===== src/rtl/vga_timing_pkg.sv =====
// Shared constants and types for the VGA display-timing front end.
// Holds the 640x480@60 defaults, their derived totals and sync windows,
// the packed timing/colour payloads and a window-test helper.
package vga_timing_pkg;

  // 640x480@60 defaults
  localparam int unsigned H_ACTIVE_DEF = 640;
  localparam int unsigned H_FP_DEF     = 16;
  localparam int unsigned H_SYNC_DEF   = 96;
  localparam int unsigned H_BP_DEF     = 48;
  localparam int unsigned V_ACTIVE_DEF = 480;
  localparam int unsigned V_FP_DEF     = 10;
  localparam int unsigned V_SYNC_DEF   = 2;
  localparam int unsigned V_BP_DEF     = 33;

  localparam int unsigned H_TOTAL_DEF      = H_ACTIVE_DEF + H_FP_DEF + H_SYNC_DEF + H_BP_DEF;
  localparam int unsigned V_TOTAL_DEF      = V_ACTIVE_DEF + V_FP_DEF + V_SYNC_DEF + V_BP_DEF;
  localparam int unsigned H_SYNC_START_DEF = H_ACTIVE_DEF + H_FP_DEF;
  localparam int unsigned H_SYNC_END_DEF   = H_SYNC_START_DEF + H_SYNC_DEF - 1;
  localparam int unsigned V_SYNC_START_DEF = V_ACTIVE_DEF + V_FP_DEF;
  localparam int unsigned V_SYNC_END_DEF   = V_SYNC_START_DEF + V_SYNC_DEF - 1;

  localparam int unsigned CNT_W   = 10;
  localparam int unsigned FRAME_W = 8;
  localparam int unsigned PIX_W   = 12;
  localparam int unsigned CH_W    = 4;

  // Sync/valid triple carried through the delay line
  typedef struct packed {
    logic hs;
    logic vs;
    logic vld;
  } timing_t;

  // 4:4:4 pixel as produced by the pixel generator
  typedef struct packed {
    logic [CH_W-1:0] r;
    logic [CH_W-1:0] g;
    logic [CH_W-1:0] b;
  } rgb_t;

  // True when cnt lies in the half-open window [start, start+width)
  function automatic logic in_window(input logic [CNT_W-1:0] cnt,
                                     input int unsigned start,
                                     input int unsigned width);
    return (32'(cnt) >= start) && (32'(cnt) < start + width);
  endfunction

endpackage


===== src/rtl/vga_timing_pipe_sig_delay.sv =====
// Fixed-depth register delay line with a parameterised reset value.
// DEPTH=0 is a plain wire (clk/rst then unused).
// Ports: clk, rst (sync, active-high), d in, q = d delayed DEPTH cycles.
module sig_delay #(
  parameter int unsigned       WIDTH   = 1,
  parameter int unsigned       DEPTH   = 1,
  parameter logic [WIDTH-1:0]  RST_VAL = '0
) (
  input  logic             clk,
  input  logic             rst,
  input  logic [WIDTH-1:0] d,
  output logic [WIDTH-1:0] q
);

  if (DEPTH == 0) begin : g_pass
    assign q = d;
  end else begin : g_pipe
    logic [WIDTH-1:0] stage [DEPTH];

    // Shift register; every stage returns to RST_VAL on reset
    always_ff @(posedge clk) begin
      if (rst) begin
        for (int i = 0; i < int'(DEPTH); i++) stage[i] <= RST_VAL;
      end else begin
        stage[0] <= d;
        for (int i = 1; i < int'(DEPTH); i++) stage[i] <= stage[i-1];
      end
    end

    assign q = stage[DEPTH-1];
  end

endmodule


===== src/rtl/vga_timing_pipe.sv =====
// VGA display-timing front end.
// Generates raster coordinates for the pixel generator, takes back its pixel
// PIPE_DELAY cycles later, and drives aligned sync, valid and blanked RGB.
// Ports:
//   clka, rst            pixel clock, synchronous active-high reset
//   pixel_in[11:0]       {R,G,B} matching coordinates from PIPE_DELAY cycles ago
//   h_cnt, v_cnt         current raster coordinates (registers)
//   hsync, vsync, valid  timing aligned with vga_r/g/b (PIPE_DELAY+1 behind counters)
//   vga_r/g/b            colour, zero outside the active area
//   frame_start          high while counters are at (0,0)
//   frame_cnt            frames completed since reset, wraps at 256
module vga_timing_pipe
  import vga_timing_pkg::*;
#(
  parameter int unsigned H_ACTIVE   = H_ACTIVE_DEF,
  parameter int unsigned H_FP       = H_FP_DEF,
  parameter int unsigned H_SYNC     = H_SYNC_DEF,
  parameter int unsigned H_BP       = H_BP_DEF,
  parameter int unsigned V_ACTIVE   = V_ACTIVE_DEF,
  parameter int unsigned V_FP       = V_FP_DEF,
  parameter int unsigned V_SYNC     = V_SYNC_DEF,
  parameter int unsigned V_BP       = V_BP_DEF,
  parameter bit          SYNC_POL   = 1'b0,
  parameter int unsigned PIPE_DELAY = 1
) (
  input  logic               clka,
  input  logic               rst,
  input  logic [PIX_W-1:0]   pixel_in,
  output logic [CNT_W-1:0]   h_cnt,
  output logic [CNT_W-1:0]   v_cnt,
  output logic               hsync,
  output logic               vsync,
  output logic               valid,
  output logic [CH_W-1:0]    vga_r,
  output logic [CH_W-1:0]    vga_g,
  output logic [CH_W-1:0]    vga_b,
  output logic               frame_start,
  output logic [FRAME_W-1:0] frame_cnt
);

  localparam int unsigned H_TOTAL   = H_ACTIVE + H_FP + H_SYNC + H_BP;
  localparam int unsigned V_TOTAL   = V_ACTIVE + V_FP + V_SYNC + V_BP;
  localparam int unsigned H_SS      = H_ACTIVE + H_FP;
  localparam int unsigned V_SS      = V_ACTIVE + V_FP;
  localparam timing_t     IDLE      = '{hs: ~SYNC_POL, vs: ~SYNC_POL, vld: 1'b0};

  logic [CNT_W-1:0] h_next, v_next;
  logic             h_wrap, v_wrap;
  timing_t          raw, dly;
  rgb_t             rgb_q;

  // Next raster position
  always_comb begin
    h_wrap = (h_cnt == CNT_W'(H_TOTAL - 1));
    v_wrap = (v_cnt == CNT_W'(V_TOTAL - 1));
    h_next = h_wrap ? '0 : h_cnt + CNT_W'(1);
    v_next = v_cnt;
    if (h_wrap) v_next = v_wrap ? '0 : v_cnt + CNT_W'(1);
  end

  // Counters; frame_start is registered from the next position so it is
  // high exactly while the counters sit at (0,0), including after reset
  always_ff @(posedge clka) begin
    if (rst) begin
      h_cnt       <= '0;
      v_cnt       <= '0;
      frame_cnt   <= '0;
      frame_start <= 1'b1;
    end else begin
      h_cnt       <= h_next;
      v_cnt       <= v_next;
      frame_start <= (h_next == '0) && (v_next == '0);
      if (h_wrap && v_wrap) frame_cnt <= frame_cnt + FRAME_W'(1);
    end
  end

  // Raw timing decoded from the current coordinates
  always_comb begin
    raw     = IDLE;
    raw.hs  = in_window(h_cnt, H_SS, H_SYNC) ? SYNC_POL : ~SYNC_POL;
    raw.vs  = in_window(v_cnt, V_SS, V_SYNC) ? SYNC_POL : ~SYNC_POL;
    raw.vld = (32'(h_cnt) < H_ACTIVE) && (32'(v_cnt) < V_ACTIVE);
  end

  // Match the pixel generator latency
  sig_delay #(
    .WIDTH   ($bits(timing_t)),
    .DEPTH   (PIPE_DELAY),
    .RST_VAL (IDLE)
  ) u_dly (
    .clk (clka),
    .rst (rst),
    .d   (raw),
    .q   (dly)
  );

  // Output register; pixel data only passes during the active area
  always_ff @(posedge clka) begin
    if (rst) begin
      hsync <= ~SYNC_POL;
      vsync <= ~SYNC_POL;
      valid <= 1'b0;
      rgb_q <= '0;
    end else begin
      hsync <= dly.hs;
      vsync <= dly.vs;
      valid <= dly.vld;
      rgb_q <= dly.vld ? rgb_t'(pixel_in) : '0;
    end
  end

  assign vga_r = rgb_q.r;
  assign vga_g = rgb_q.g;
  assign vga_b = rgb_q.b;

endmodule

===== config.mk =====
export PLATFORM = sky130hd
export DESIGN_NAME = vga_timing_pipe
export DESIGN_NICKNAME = d
export VERILOG_FILES = /design/src/rtl/vga_timing_pkg.sv /design/src/rtl/vga_timing_pipe_sig_delay.sv /design/src/rtl/vga_timing_pipe.sv
export SDC_FILE = /design/constraint.sdc
export NUM_CORES = 1
export LEC_CHECK = 0
export ABC_CLOCK_PERIOD_IN_PS = 3900
export BUFFER_PORTS_ARGS = -buffer_cell sky130_fd_sc_hd__buf_2
export CORE_MARGIN = 5
export CORE_UTILIZATION = 30
export CTS_CLUSTER_DIAMETER = 60
export CTS_CLUSTER_SIZE = 16
export DETAILED_ROUTE_END_ITERATION = 10
export PLACE_DENSITY = 0.62
export SYNTH_ARGS = -nofsm -noshare
export SYNTH_HDL_FRONTEND = slang
export SYNTH_SLANG_ARGS = --single-unit

===== constraint.sdc =====
create_clock -name clka -period 3.9 [get_ports clka]
set_clock_uncertainty 0.05 [all_clocks]
set_input_delay 0.39 -clock clka [delete_from_list [all_inputs] [get_ports clka]]
set_output_delay 0.39 -clock clka [all_outputs]
set_load 0.05 [all_outputs]

# Yosys cells after proc, flatten, opt, wreduce, memory -nomap -nowiden
# Memory sizes are Yosys's and may differ from the RTL's.
# Cells that the tools add are included.
[totals] ramBits=3 regBits=44 out_inout_bits=44 wordCells=42 inputBits=14 memories=1
[memory_table] name="u_dly.g_pipe.stage" depth=1 word_bits=3 read_ports=1 rd_ports_with_merged_regs=0 write_ports=1 line_no="vga_timing_pipe_sig_delay.sv:18" text="logic [WIDTH-1:0] stage [DEPTH];"
[op_classes] eq_ne=2 add_sub_neg=3 n_mux=10 bitwise=1 n_reduce_logical=9 magnitude_cmp=6
[ops] operator="10-bit two-way mux" count=3
[ops] operator="10-bit by 1-bit adder with 10-bit output, second input constant" count=2
[ops] operator="10-bit equality test, second input constant" count=2
[ops] operator="10-bit zero test" count=2
[ops] operator="10-bit < comparator, second input constant" count=2
[ops] operator="10-bit by 9-bit < comparator with 1-bit output, second input constant" count=2
[ops] operator="10-bit greater-or-equal comparator, second input constant" count=1
[ops] operator="10-bit by 9-bit greater-or-equal comparator with 1-bit output, second input constant" count=1
[ops] operator="8-bit by 1-bit adder with 8-bit output, second input constant" count=1
[ops] operator="1-bit two-way mux" count=6
[ops] operator="1-bit logical AND" count=5
[ops] operator="3-bit two-way mux" count=1
[ops] operator="3-bit OR reduction" count=1
[ops] operator="2-bit OR reduction" count=1
[ops] operator="1-bit NOT" count=1

# Depth between registers and ports, before layout
# Gate-level depths: netlist of the first run.
[logic_depth] word_depth=5 mapped_depth=9 depth_no_buf=8

# By module
# A second synthesis of the first run with hierarchy kept.
[hier_totals] hier_cells=243 area_unflattened_um2=2190.9
[by_module_without_submodules] module="vga_timing_pipe" area_each_um2=2112.0 instances=1 cells_per_inst=237 seq_area_each_um2=880.8
[by_module_without_submodules] module="sig_delay" area_each_um2=78.8 instances=1 cells_per_inst=6 seq_area_each_um2=60.1

# Worst setup path after synthesis of the first run
# Ideal clock, no wire load.
[synth_timing] path_kind="flip-flop to flip-flop" startpoint="register h_cnt[0]" endpoint="register frame_start" stages_incl_launch_ff=8 slack_ns=1.358 n_path_buf=0 t_required_ns=3.754 t_arrival_ns=2.396 setup_ns=0.096 period_less_slack_ns=2.542 cell_sequence="dfxtp_1 ha_1 nand3_1 nor3_2 mux2_2 o21ai_0 nand4_1 o41ai_2"
[synth_between] elab_chain_len=4 elab_cells_between_ends=7 cone_classes="add/sub: 1; eq/ne: 1; mux: 2; reduce/logical: 3"
[synth_rtl] item="from (decl)" line_no="vga_timing_pipe.sv:29" text="output logic [CNT_W-1:0] h_cnt,"
[synth_rtl] item="from (signal assigned)" line_no="vga_timing_pipe.sv:70" text="h_cnt <= h_next;"
[synth_rtl] item="10-bit by 1-bit adder with 10-bit output or 10-bit equality test (tied branches)" line_no="vga_timing_pipe.sv:56, vga_timing_pipe.sv:54"
[synth_rtl] item="10-bit two-way mux (on tied branches)" line_no="vga_timing_pipe.sv:56, vga_timing_pipe.sv:58"
[synth_rtl] item="10-bit zero test" line_no="vga_timing_pipe.sv:72" text="frame_start <= (h_next == '0) && (v_next == '0);"
[synth_rtl] item="1-bit logical AND (*)" line_no="vga_timing_pipe.sv:72"
[synth_rtl] item="to (signal assigned)" line_no="vga_timing_pipe.sv:72"
[synth_rtl] item="to (decl)" line_no="vga_timing_pipe.sv:37" text="output logic frame_start,"
# Mark *: on every way between the ends. The rest lies on a longest branch, timed or not.
# A chain may end at the register's enable or synchronous reset.

# Final worst setup path of the first run
# Same ends and word-level chain as after synthesis.

==> summary.md, run 1 <==
| Metric | Value |
|---|---|
| Status | `finished clean` |
| Die area | `9033 um^2` |
| Worst endpoint data arrival time | `2590 ps` |
| Pin count of the biggest net entering global routing | `36` |
| DRC viols | `0` |
| Layout cells sized above 1 | `0.2601` |
| Relative slew margins | `0.5578` |
| Req. time, crit path | `4050 ps` |
| Hold Crit Class | `in2reg` |
| Setup TNS Final | `0 ps` |
| Post-DR wirelength/cell | `13.18 um` |
| Largest family of logic cells by synthesized area | `simple AND/OR/NAND/NOR gates` |
| PostCTS Resize Cnt | `0` |
| Yosys cell types | `50` |
| Max-Cap Viols | `0` |
| HPWL after DPL | `3828 um` |
| Die span in y | `95.04 um` |
| Initial antenna violation count | `0` |
| Post-Syn Nets | `263` |
| Leak Pwr | `1.110 nW` |
| WS Path Type | `reg2reg` |
| Peak supply drop | `0.1706 mV` |
| Yosys reg bits | `47` |
| Fin crit period | `2442 ps` |
| Main synth FF type | `dfxtp_1` |
| Core area | `7137 um^2` |
| CTS max path bufs | `2` |
| Period utilization | `0.6261` |
| Buffers added on ports | `57` |
| Site Rows | `31` |
| Post-synth EDFFs | `0` |
| M1 GR Usage | `0.1624` |
| Hold buffers post-CTS | `0` |
| Root Buffer | `clkbuf_8` |
| Area Growth Syn to Fin | `21.80%` |
| Simple-gate share of the synthesized area | `0.2947` |
| Vias per inst | `4.759` |
| Cell taking the most area after synthesis | `dfxtp_1` |
| Hold path depth | `2` |
| Global routing's busiest layer | `met2` |
| DR pass1 iterations | `4` |
| Max frequency | `0.4095 GHz` |
| DR iter-0 viols | `184` |
| Synth Area per Inst | `8.928 um^2` |
| # fillers | `783` |
| Netlist Area Pre-Place | `2170 um^2` |
| Synth async-reset ratio | `0` |
| Clk slew on worst S/H paths | `80 ps` |
| Clk_lat worst skew | `300 ps` |
| Finished Layout Cells | `395` |
| GRT overflow | `0` |
| Layout net count | `315` |
| R2R Setup Slk | `1460 ps` |
| First-pass GRT wire length | `8411 um` |
| Post-synthesis compound-gate area fraction | `0.1113` |
| Met3 capacity usage during global routing | `0.03710` |
| Multi-input logic area | `1119 um^2` |
| Via count | `1880` |
| DRT Wirelength | `5207 um` |
| Synth Area in XOR/XNOR | `0.06055` |
| PD cells | `375.1 nW/um^2` |
| Number of global-route vias before repair | `1749` |
| Synth top area share | `0.4337` |
| Post-synthesis mux area share | `0.01442` |
| FF/Latch Area | `940.9 um^2` |
| Clock sinks | `47` |
| GRT Overall Usage | `0.1187` |
| RSZ-0062 raised after global routing | `no` |
| Io pins | `58` |
| Inserted Clock Buffers | `5` |
| Post-CTS setup buffers | `0` |
| GPL Wtd Cong | `0.9222` |
| Worst r2r path cells | `8` |
| Post-synthesis sequential area ratio | `0.4337` |
| Adder-cell area share of the yosys netlist | `0.03460` |
| Max-slew violation count | `0` |
| Synth Instances | `243` |
| Synth top area cells | `dfxtp_1 43%, nor2_1 4.8%, and2_1 3.7%, a21oi_1 3.7%, xor2_1 3.6%` |
| CP max FO | `15` |
| CTS tree | `built` |
| Initial Utilization | `0.3040` |
| Critical Path Source Type | `flop` |
| Crit path capture type | `flop` |
| H-tree levels | `2` |
| Die width | `95.04 um` |
| Final setup vio count | `0` |
| Ant. Diodes | `0` |
| Slew @ Worst Pin | `663.3 ps` |
| DRT antenna net count | `0` |
| Met2 Use GR | `0.1756` |
| Hold Violations, Final | `0` |
| Yosys warning total | `0` |
| Placed Instances | `387` |
==> cells in the final DEF (no fill, tap or decap), types with 4 or more instances in the layout <==
master	netlist	routed
buf_2	1	57
dfxtp_1	47	47
nor2_1	28	28
a21oi_1	16	16
o21ai_0	13	13
and2_1	13	13
nand2_1	12	12
nand3_1	11	11
inv_1	9	9
xor2_1	9	9
nor3_1	8	8
xnor2_1	6	6
ha_1	6	6
and4_1	5	5
nand4_1	5	5
clkbuf_8	1	5
or3_1	4	4
==> power breakdown <==
part	switching (mW)	total, mW	internal [mW]
sequential	0.00719	0.498	0.491
clock	0.160	0.416	0.256
combinational	0.0562	0.0770	0.0208
total	0.223	0.991	0.768
==> cells in the mapped netlist (all sizes together) (2+ instances only) <==
| cell | instances |
|---|---|
| and3 | 2 |
| and4 | 6 |
| ha | 6 |
| nor3 | 9 |
| nor2 | 29 |
| clkbuf | 10 |
| a21oi | 16 |
| or2 | 3 |
| xnor2 | 6 |
| o21ai | 14 |
| a31oi | 2 |
| nand4b | 2 |
| o31ai | 2 |
| a22oi | 2 |
| nor2b | 2 |
| nand2 | 12 |
| nor4 | 3 |
| mux2i | 2 |
| buf | 3 |
| dfxtp | 47 |
| or3 | 6 |
| nand3 | 11 |
| nand4 | 5 |
| inv | 9 |
| xor2 | 9 |
| and2 | 13 |
==> final cells by class <==
class                   instances  area share
inverters                       9     0.01278
repair buffers                 58      0.1108
clock inverters                 2     0.02273
flip-flops and latches         47      0.3561
well taps                      99     0.04688
multi-input cells             174      0.4233
clock buffers                   6     0.02746
==> registers in the layout, summed over array words and instances, names as in the netlist <==
name	count
h_cnt	10
vsync	1
frame_cnt	8
v_cnt	10
vga_g	4
u_dly.g_pipe.stage	3
frame_start	1
vga_r	4
valid	1
vga_b	4
hsync	1
==> stage by stage <==
| step | instance area, um^2 | worst slack, ps | utilization | hold slack, ps | total power [mW] |
|---|---|---|---|---|---|
| after global placement | 2510 | 1553 | 0.3517 | 342.1 | 0.5876 |
| after floorplan | 2170 | 1358 | - | 339.5 | 0.5674 |
| after global routing | 2643 | 1247 | 0.3703 | 219.1 | 1.036 |
| after detailed placement | 2510 | 1469 | 0.3517 | 347.7 | 0.5880 |
| final | 2643 | 1458 | 0.3703 | 235.2 | 0.9913 |
| after CTS | 2643 | 1454 | 0.3703 | 221.3 | 1.009 |
==> path summary, 6_finish.rpt <==
kind / start / end
hold / removal: pixel_in[5] / vga_g[1]
setup reg to reg: h_cnt[0] / frame_start
hold reg to reg: u_dly.g_pipe.stage[0][2] / hsync
setup / recovery: h_cnt[0] / frame_start
==> worst max-delay path: stages, from the launching register on <==
cell and delay (ps):
dfxtp_1 400, ha_1 240, nand3_1 230, nor3_2 170, buf_4 240, mux2_2 350
o21ai_0 170, nand4_1 150, o41ai_2 350
==> routing by layer <==
| metal | wire (um) | up-vias | part of all wire |
|---|---|---|---|
| met2 | 2268 | 67 | 0.44 |
| met3 | 390 | 7 | 0.075 |
| li1 | - | 947 | - |
| met1 | 2475 | 859 | 0.48 |
| met5 | 0 | - | 0 |
| met4 | 73 | 0 | 0.014 |
==> cells by family after synthesis <==
family,count (synthesis)
buffers and inverters,22
flip-flops,47
AND/OR/NAND/NOR,109
XOR/XNOR,15
AO/OA/AOI/OAI,41
adder cells (fa/ha/maj),6
multiplexers,3
Note: power is estimated with default switching activity, not from simulation.
==> run 2: changes to the inputs <==
ABC_CLOCK_PERIOD_IN_PS = 2400   (was 3900)
clock period = 2.4 ns   (was 3.9 ns; I/O delays follow)
==> run 2 against run 1 <==
  * Clock-buffer cell count is 1 higher
  * Maximum frequency is 9.0% higher
  * Design area is 0.28% higher
  * Sequential cell count stayed put
  * Combinational power is 62% higher
  * Cell count is 1.0% higher
  * Core utilization is 0.11 points higher
  * Critical path type unchanged
  * Largest power group unchanged
==> summary.md, run 2 (synthesis results as in run 1) <==
| Metric | Value |
|---|---|
| Post-CTS setup buffers | `0 (unchanged)` |
| Clk slew on worst S/H paths | `80 ps (about the same)` |
| Inserted Clock Buffers | `5 (unchanged)` |
| PD cells | `549.1 nW/um^2 (+46%)` |
| Root Buffer | `clkbuf_8` |
| Largest regs | `h_cnt: 10 flops, v_cnt: 10 flops, frame_cnt: 8 flops` |
| DRT antenna net count | `0 (unchanged)` |
| DRT Wirelength | `5138 um (-1.3%)` |
| Leak Pwr | `1.115 nW (+0.45%)` |
| Initial antenna violation count | `0 (unchanged)` |
| HPWL after DPL | `3863 um (+0.91%)` |
| Die width | `95.04 um (unchanged)` |
| Ant. Diodes | `0 (unchanged)` |
| Clock sinks | `47 (unchanged)` |
| GRT Overall Usage | `0.1144 (-0.004253)` |
| Crit path capture type | `flop` |
| CP max stage cell | `or3_4` |
| Worst endpoint data arrival time | `2380 ps (-210 ps)` |
| Clk_lat worst skew | `290 ps (about the same)` |
| Layout cells sized above 1 | `0.2900 (+0.02986)` |
| Buffers added on ports | `57 (unchanged)` |
| GRT overflow | `0 (unchanged)` |
| RSZ-0062 raised after global routing | `no` |
| Hold buffers post-CTS | `0 (unchanged)` |
| H-tree levels | `2 (unchanged)` |
| Largest stage delay on the critical path | `420 ps (+20 ps)` |
| Fin crit period | `2240 ps (-201.9 ps)` |
| Critical Path Source Type | `flop` |
| Io pins | `58 (unchanged)` |
| First-pass GRT wire length | `8135 um (-3.3%)` |
| DR pass1 iterations | `4 (unchanged)` |
| Layout net count | `319 (+1.3%)` |
| Finished Core Util | `0.3713 (+0.001052)` |
| Max frequency | `0.4464 GHz (+9.0%)` |
| Hold Crit Class | `in2reg` |
| Slew @ Worst Pin | `630.5 ps (-32.85 ps)` |
| Relative slew margins | `0.5797 (+0.02190)` |
| Cells along the critical path | `ha_1 > nand3_1 > buf_4 > or3_4 > o31ai_1 > a211oi_1 > o2111ai_1 > o41ai_2` |
| Max-Cap Viols | `0 (unchanged)` |
| Period utilization | `0.9333 (+0.3072)` |
| Via count | `1895 (+0.80%)` |
| Post-DR wirelength/cell | `12.88 um (-2.3%)` |
| Initial Utilization | `0.3040 (unchanged)` |
| Core area | `7137 um^2 (unchanged)` |
| Peak supply drop | `0.2331 mV (+37%)` |
| Most common cell after layout, fill and taps aside | `buf_2` |
| GPL Wtd Cong | `0.8786 (-4.7%)` |
| CTS max path bufs | `2 (unchanged)` |
| Max-slew violation count | `0 (unchanged)` |
| Die area | `9033 um^2 (unchanged)` |
| DRC viols | `0 (unchanged)` |
| DR iter-0 viols | `162 (-12%)` |
| Post-DP Area | `2544 um^2 (+1.3%)` |
| Status | `finished clean` |
| Req. time, crit path | `2540 ps (-1510 ps)` |
| Pin count of the biggest net entering global routing | `36 (unchanged)` |
| CTS tree | `built` |
| CP max FO | `12 (-3)` |
| Vias per inst | `4.749 (-0.21%)` |
| Final setup vio count | `0 (unchanged)` |
| Commonest non-fill, non-tap cells in the layout | `57 x buf_2, 42 x dfxtp_1, 28 x nor2_1` |
| Hold Violations, Final | `0 (unchanged)` |
| Die span in y | `95.04 um (unchanged)` |
| Area Growth Syn to Fin | `22.15%` |
| Setup TNS Final | `0 ps (unchanged)` |
| Final instance area | `2650 um^2 (+0.28%)` |
| Number of global-route vias before repair | `1660 (-5.1%)` |
| Site Rows | `31 (unchanged)` |
| WS Path Type | `reg2reg` |
-- run 2: changes by cell type in the layout (fill, tap and decap cells not counted) --
cell,delta
dfxtp_1,-5
clkbuf_8,+2
dfxtp_2,+5
buf_4,+4
bufinv_16,-2
clkinvlp_4,+1
clkbuf_1,-1
-- run 2: where the power goes --
part / internal (mW) / switching (mW)
Sequential: 0.798 / 0.0120
Combinational: 0.0339 / 0.0911
Clock: 0.262 / 0.258
Total: 1.09 / 0.361
-- run 2: what timing repair did --
item,in CTS,in global routing
hold endpoints to repair,0,0
setup endpoints to repair,0,1
gates resized for setup,0,2
-- run 2: layout make-up --
class	instances	area (um^2)
inverter	9	33.78
fill	785	4487
clock buffer	7	96.34
timing repair buffer	62	322.8
tap	99	123.9
sequential	47	947.2
multi-input combinational	174	1119
clock inverter	1	7.507
-- run 2: path summary, 6_finish.rpt --
check                      startpoint           to  slack (ps)  cells after the start
max                          h_cnt[0]  frame_start         160                      8
min                       pixel_in[1]     vga_b[1]          90                      2
max reg2reg                  h_cnt[0]  frame_start         160                      8
min reg2reg  u_dly.g_pipe.stage[0][2]        hsync         360                      1
-- run 2: critical path, delay by kind of cell (launching register included) --
kind	cells	cell delay, ps
compound gates	4	720
simple gates	2	560
flops	1	370
fa+ha+maj	1	230
buf+inv	1	190
-- run 2: per-layer routing --
| layer | vias up | routed length (um) | GRT usage |
|---|---|---|---|
| li1 | 963 | - | - |
| met1 | 869 | 2500 | 0.1583 |
| met2 | 59 | 2210 | 0.1674 |
| met3 | 4 | 381 | 0.03631 |
| met4 | 0 | 46 | 0.03966 |
| met5 | - | 0 | 0 |
-- run 2: metrics by stage --
stage	power, mW	worst slack (ps)	cells	hold slack (ps)
after floorplan	0.9228	10.42	243	311.7
after global placement	0.9550	190.5	391	342.6
after detailed placement	0.9561	176.5	391	347.7
after CTS	1.484	145.4	399	81.99
after global routing	1.525	42.01	399	84.72
final	1.455	160.1	399	89.62
